[config.mk]
export PLATFORM = sky130hd
export DESIGN_NAME = regfile_sb
export DESIGN_NICKNAME = d
export VERILOG_FILES = /design/src/rtl/regfile_sb.sv
export SDC_FILE = /design/constraint.sdc
export NUM_CORES = 2
export LEC_CHECK = 0
export ABC_CLOCK_PERIOD_IN_PS = 4250
export CORE_UTILIZATION = 33
export DETAILED_ROUTE_END_ITERATION = 8
export GPL_ROUTABILITY_DRIVEN = 0
export PLACE_DENSITY_LB_ADDON = 0.08
export REMOVE_ABC_BUFFERS = 1
export SLEW_MARGIN = 20
export SYNTH_ARGS = -nofsm -noshare
export SYNTH_HDL_FRONTEND = slang
export SYNTH_SLANG_ARGS = --single-unit
[constraint.sdc]
create_clock -name clk -period 4.25 [get_ports clk]
set_clock_uncertainty 0.1 [all_clocks]
set_input_delay 0.85 -clock clk [delete_from_list [all_inputs] [get_ports clk]]
set_output_delay 0.85 -clock clk [all_outputs]
set_load 0.01 [all_outputs]
[src/rtl/regfile_sb.sv]
// regfile_sb: integer register file with a per-register pending-producer
// scoreboard and optional same-cycle write-to-read bypass.
module regfile_sb #(
  parameter int XLEN   = 32,
  parameter int AW     = 5,
  parameter int NRP    = 2,
  parameter int BYPASS = 1
) (
  input  logic                  clk,
  input  logic                  rst_n,
  input  logic [NRP*AW-1:0]     raddr,
  output logic [NRP*XLEN-1:0]   rdata,
  output logic [NRP-1:0]        rbusy,
  input  logic                  regwr,
  input  logic [AW-1:0]         rdaddr,
  input  logic [XLEN-1:0]       win,
  input  logic                  iss_valid,
  input  logic [AW-1:0]         iss_rd,
  output logic [(1<<AW)-1:0]    busy_vec
);

  localparam int NREGS = 1 << AW;

  if (NRP < 1 || NRP > 4) begin : g_bad_nrp
    $error("regfile_sb: NRP must be in the range 1..4");
  end

  logic [XLEN-1:0]  mem_q [NREGS];
  logic [XLEN-1:0]  mem_d [NREGS];
  logic [NREGS-1:0] busy_q;
  logic [NREGS-1:0] busy_d;
  logic [NREGS-1:0] wr_sel;
  logic [NREGS-1:0] iss_sel;

  // Register 0 is masked out of both one-hot selects, so it never changes.
  always_comb begin
    wr_sel          = '0;
    iss_sel         = '0;
    wr_sel[rdaddr]  = regwr;
    iss_sel[iss_rd] = iss_valid;
    wr_sel[0]       = 1'b0;
    iss_sel[0]      = 1'b0;
  end

  // Issue is applied after the write clear so a new producer keeps the bit set.
  always_comb begin
    for (int r = 0; r < NREGS; r++) begin
      mem_d[r] = wr_sel[r] ? win : mem_q[r];
    end
    busy_d = (busy_q & ~wr_sel) | iss_sel;
  end

  always_ff @(posedge clk) begin
    if (!rst_n) begin
      busy_q <= '0;
      for (int r = 0; r < NREGS; r++) begin
        mem_q[r] <= '0;
      end
    end else begin
      busy_q <= busy_d;
      mem_q  <= mem_d;
    end
  end

  assign busy_vec = busy_q;

  for (genvar i = 0; i < NRP; i++) begin : g_rd
    logic [AW-1:0]   ra;
    logic [XLEN-1:0] rd;
    logic            rb;

    assign ra = raddr[i*AW +: AW];

    // A matching write in flight overrides both the stored value and busy bit.
    always_comb begin
      if (ra == '0) begin
        rd = '0;
        rb = 1'b0;
      end else if ((BYPASS != 0) && regwr && (rdaddr == ra)) begin
        rd = win;
        rb = 1'b0;
      end else begin
        rd = mem_q[ra];
        rb = busy_q[ra];
      end
    end

    assign rdata[i*XLEN +: XLEN] = rd;
    assign rbusy[i]              = rb;
  end

endmodule

==> results.json <==
{
  "status": "finished, violations left",
  "violations": "negative setup slack",
  "drt-initial-drc-count": 5768,
  "worst-path-max-fanout": 11,
  "dieArea_um2": 169000,
  "slew_viol_final": 0,
  "ys_seq_area_share_pct": 37.0,
  "htreeDepth": 4,
  "final_util_pct": 41.5,
  "synth-edff-count": 0,
  "async_flop_share_pct": 0,
  "cp-end-kind": "output port",
  "max_freq_mhz": 235,
  "critPathKind": "primary input to output port",
  "rows": 149,
  "netlist.area_leader.share_pct": 37.0,
  "wl_um": 275000,
  "postRouteAntennaNets": 0,
  "firstDrtPassIters": 5,
  "hold_viol": 0,
  "routed_via_density": 5.81,
  "setup_viol_count_final": 1,
  "syn_avg_cell_area_um2": 9.10,
  "wl_per_cell_um": 31.7,
  "tightest_slew_ns": 1.09,
  "io_buffers": 152,
  "setup_ws_ns": -0.00387,
  "grt_pass1_vias": 47500,
  "clock-root-buffer": "clkbuf_16",
  "timing.hold.ws_ns": 0.373,
  "arrival_ns": 3.30,
  "period_share_pct": 100,
  "io_pins": 154,
  "power.density_nw_per_um2": 343,
  "cts_tree": "done",
  "vdd_drop_max_uv": 330,
  "synth-main-ff-cell": "dfxtp_1",
  "grt_usage_pct": 31.7,
  "grt_pass1_wl_um": 382000,
  "clk_latency_ns": 0.75,
  "ys_types": 60,
  "synth_seq_cells": 1023,
  "coreArea_um2": 166000,
  "synthToLayoutAreaGrowth_pct": 24.2,
  "synth-xor-area-share_pct": 0.158,
  "muxShareOfSynthArea_pct": 22.1,
  "nNetsFinal": 6440,
  "die_width_um": 412,
  "crit_path_max_incr_delay_ns": 0.60,
  "cp.required_ns": 3.30,
  "clk_pin_slew_ns": 0.06,
  "maxCapViolations": 0,
  "hpwl_um": 178000,
  "synthCells": 6085,
  "synth_compound_area_share_pct": 18.8,
  "synthSimpleGateAreaFrac_pct": 16.6,
  "tns_ns": -0.00387,
  "grt_max_degree": 185,
  "yosys.area_share.adder_pct": 0,
  "regArea_um2": 20500,
  "drive_gt1_share_pct": 24.3,
  "holdPathStages": 2,
  "rsz0062_at_grt": "true",
  "hp-class": "register to register",
  "grt_overflow": 0,
  "via_count": 50300,
  "placedCellCount": 8392,
  "antenna_found_initial": 16,
  "cts_buffers": 130,
  "cp_common_cell": "buf_4",
  "die_h_um": 412,
  "synth_area_leaders": "dfxtp_1 (37%), mux4_2 (18%), nand2_1 (14%), a21boi_0 (13%), clkbuf_1 (3.1%)",
  "slew_headroom_pct": 27.2,
  "multi_input_area_um2": 33000,
  "fin_cells": 8660,
  "cp_cell_sequence": "buf_2, buf_4, buf_4, nand2b_2, buf_4, o22ai_2, a21oi_1, a21oi_1, clkdlybuf4s50_1",
  "slowest_stage": "clkdlybuf4s50_1",
  "synth_top_family_by_area": "multiplexers",
  "start_util_pct": 33.4,
  "p_leak_nw": 23.5,
  "synth_area_leader_cell": "dfxtp_1",
  "drc": 0,
  "yosys_warnings": 0,
  "total_power_mw": 23.6,
  "n_fill_cell": 16100,
  "ctsHoldBuffers": 0,
  "worstRegToRegCells": 2,
  "cts_buffer_depth": 3,
  "clock-sinks": 1023,
  "period_needed_ns": 4.25,
  "start_kind": "primary input",
  "syn-cell-area_um2": 55400
}
-- what timing repair did --
item,CTS,global route
resized for setup,230,32
pin swaps,20,7
buffers inserted,24,14
setup endpoints to repair,66,17
cloned,9,2
endpoints found under the hold margin,0,0
-- cells in the mapped netlist, types with 52 or more instances --
| cell type | instances |
|---|---|
| a22oi_1 | 60 |
| a21boi_0 | 992 |
| nor2_1 | 100 |
| nand2_1 | 2072 |
| nor2b_1 | 64 |
| buf_2 | 104 |
| buf_4 | 61 |
| a221oi_1 | 63 |
| clkbuf_1 | 460 |
| mux4_2 | 439 |
| o22ai_1 | 52 |
| a21oi_1 | 70 |
| dfxtp_1 | 1023 |
| mux2i_1 | 128 |
| mux2_2 | 80 |
-- worst paths after layout --
check / from / end / slack [ns]
worst max-delay path: raddr[9] / rdata[42] / -0.004
worst min-delay path: mem_q[398]$_SDFFE_PN0P_ / mem_q[398]$_SDFFE_PN0P_ / 0.37
worst max register to register: busy_vec[3]$_SDFF_PN0_ / busy_vec[3]$_SDFF_PN0_ / 3.34
worst min register to register: mem_q[398]$_SDFFE_PN0P_ / mem_q[398]$_SDFFE_PN0P_ / 0.37
-- power by group --
| group | internal, mW | switching (mW) |
|---|---|---|
| Combinational | 1.18 | 1.68 |
| Clock | 6.40 | 4.65 |
| Sequential | 9.66 | 0.0578 |
-- layout by cell type (no fill, tap or decap), drive strengths merged, types with 11 or more instances in the layout --
cell	n
a22oi	60
a21oi	70
a21boi	992
or3	11
mux4	445
a211oi	26
clkbuf	190
nand2b	12
clkdlybuf4s50	74
mux2	80
nand2	2072
o22a	12
dlygate4sd2	56
mux2i	128
nor2	100
o21ai	34
dfxtp	1023
a221oi	63
nor3	27
clkinv	20
o221ai	19
a22o	22
nor2b	64
o22ai	52
buf	674
-- final cells by class --
| class | count | share of cell area (%) |
|---|---|---|
| Inverter | 1 | 0.00546 |
| Antenna cell | 2 | 0.00727 |
| Tap cell | 2189 | 3.98 |
| Clock inverter | 29 | 0.435 |
| Sequential cell | 1023 | 29.8 |
| Clock buffer | 188 | 5.55 |
| Timing Repair Buffer | 823 | 12.4 |
| Multi-Input combinational cell | 4405 | 47.9 |
-- worst max-delay path, delay by kind of cell --
family | cells | cell delay, ns
buf+inv | 5 | 1.44
compound gates | 3 | 0.68
simple gates | 1 | 0.32
-- registers in the layout (all words and copies together), names as in the netlist --
register	cells
busy_vec	31
mem_q	992
-- logic make-up (layout without fill, tap and decap cells) --
kind of cell,Yosys count,count (layout)
buf+inv,657,1041
flops,1023,1023
simple gates,2337,2337
other cells,1,3
xor+xnor,10,10
mux,653,653
compound gates,1404,1404
-- metal layers --
metal | wire, µm | GRT usage [%] | up-vias
met3 | 22400 | 5.59 | 464
met1 | 120000 | 44.7 | 25600
met2 | 122000 | 48.8 | 2336
met4 | 10200 | 10.6 | 6
met5 | 40 | 0 | -
li1 | - | - | 21900
-- stage by stage --
stage | setup WS, ns | instance area [µm²]
after floorplan | -0.201 | 52400
after global placement | -0.680 | 63100
after detailed placement | -0.676 | 63100
after CTS | -0.0544 | 68500
after global routing | -0.0295 | 68800
final | -0.00387 | 68800
(Power assumes the default switching activity.)
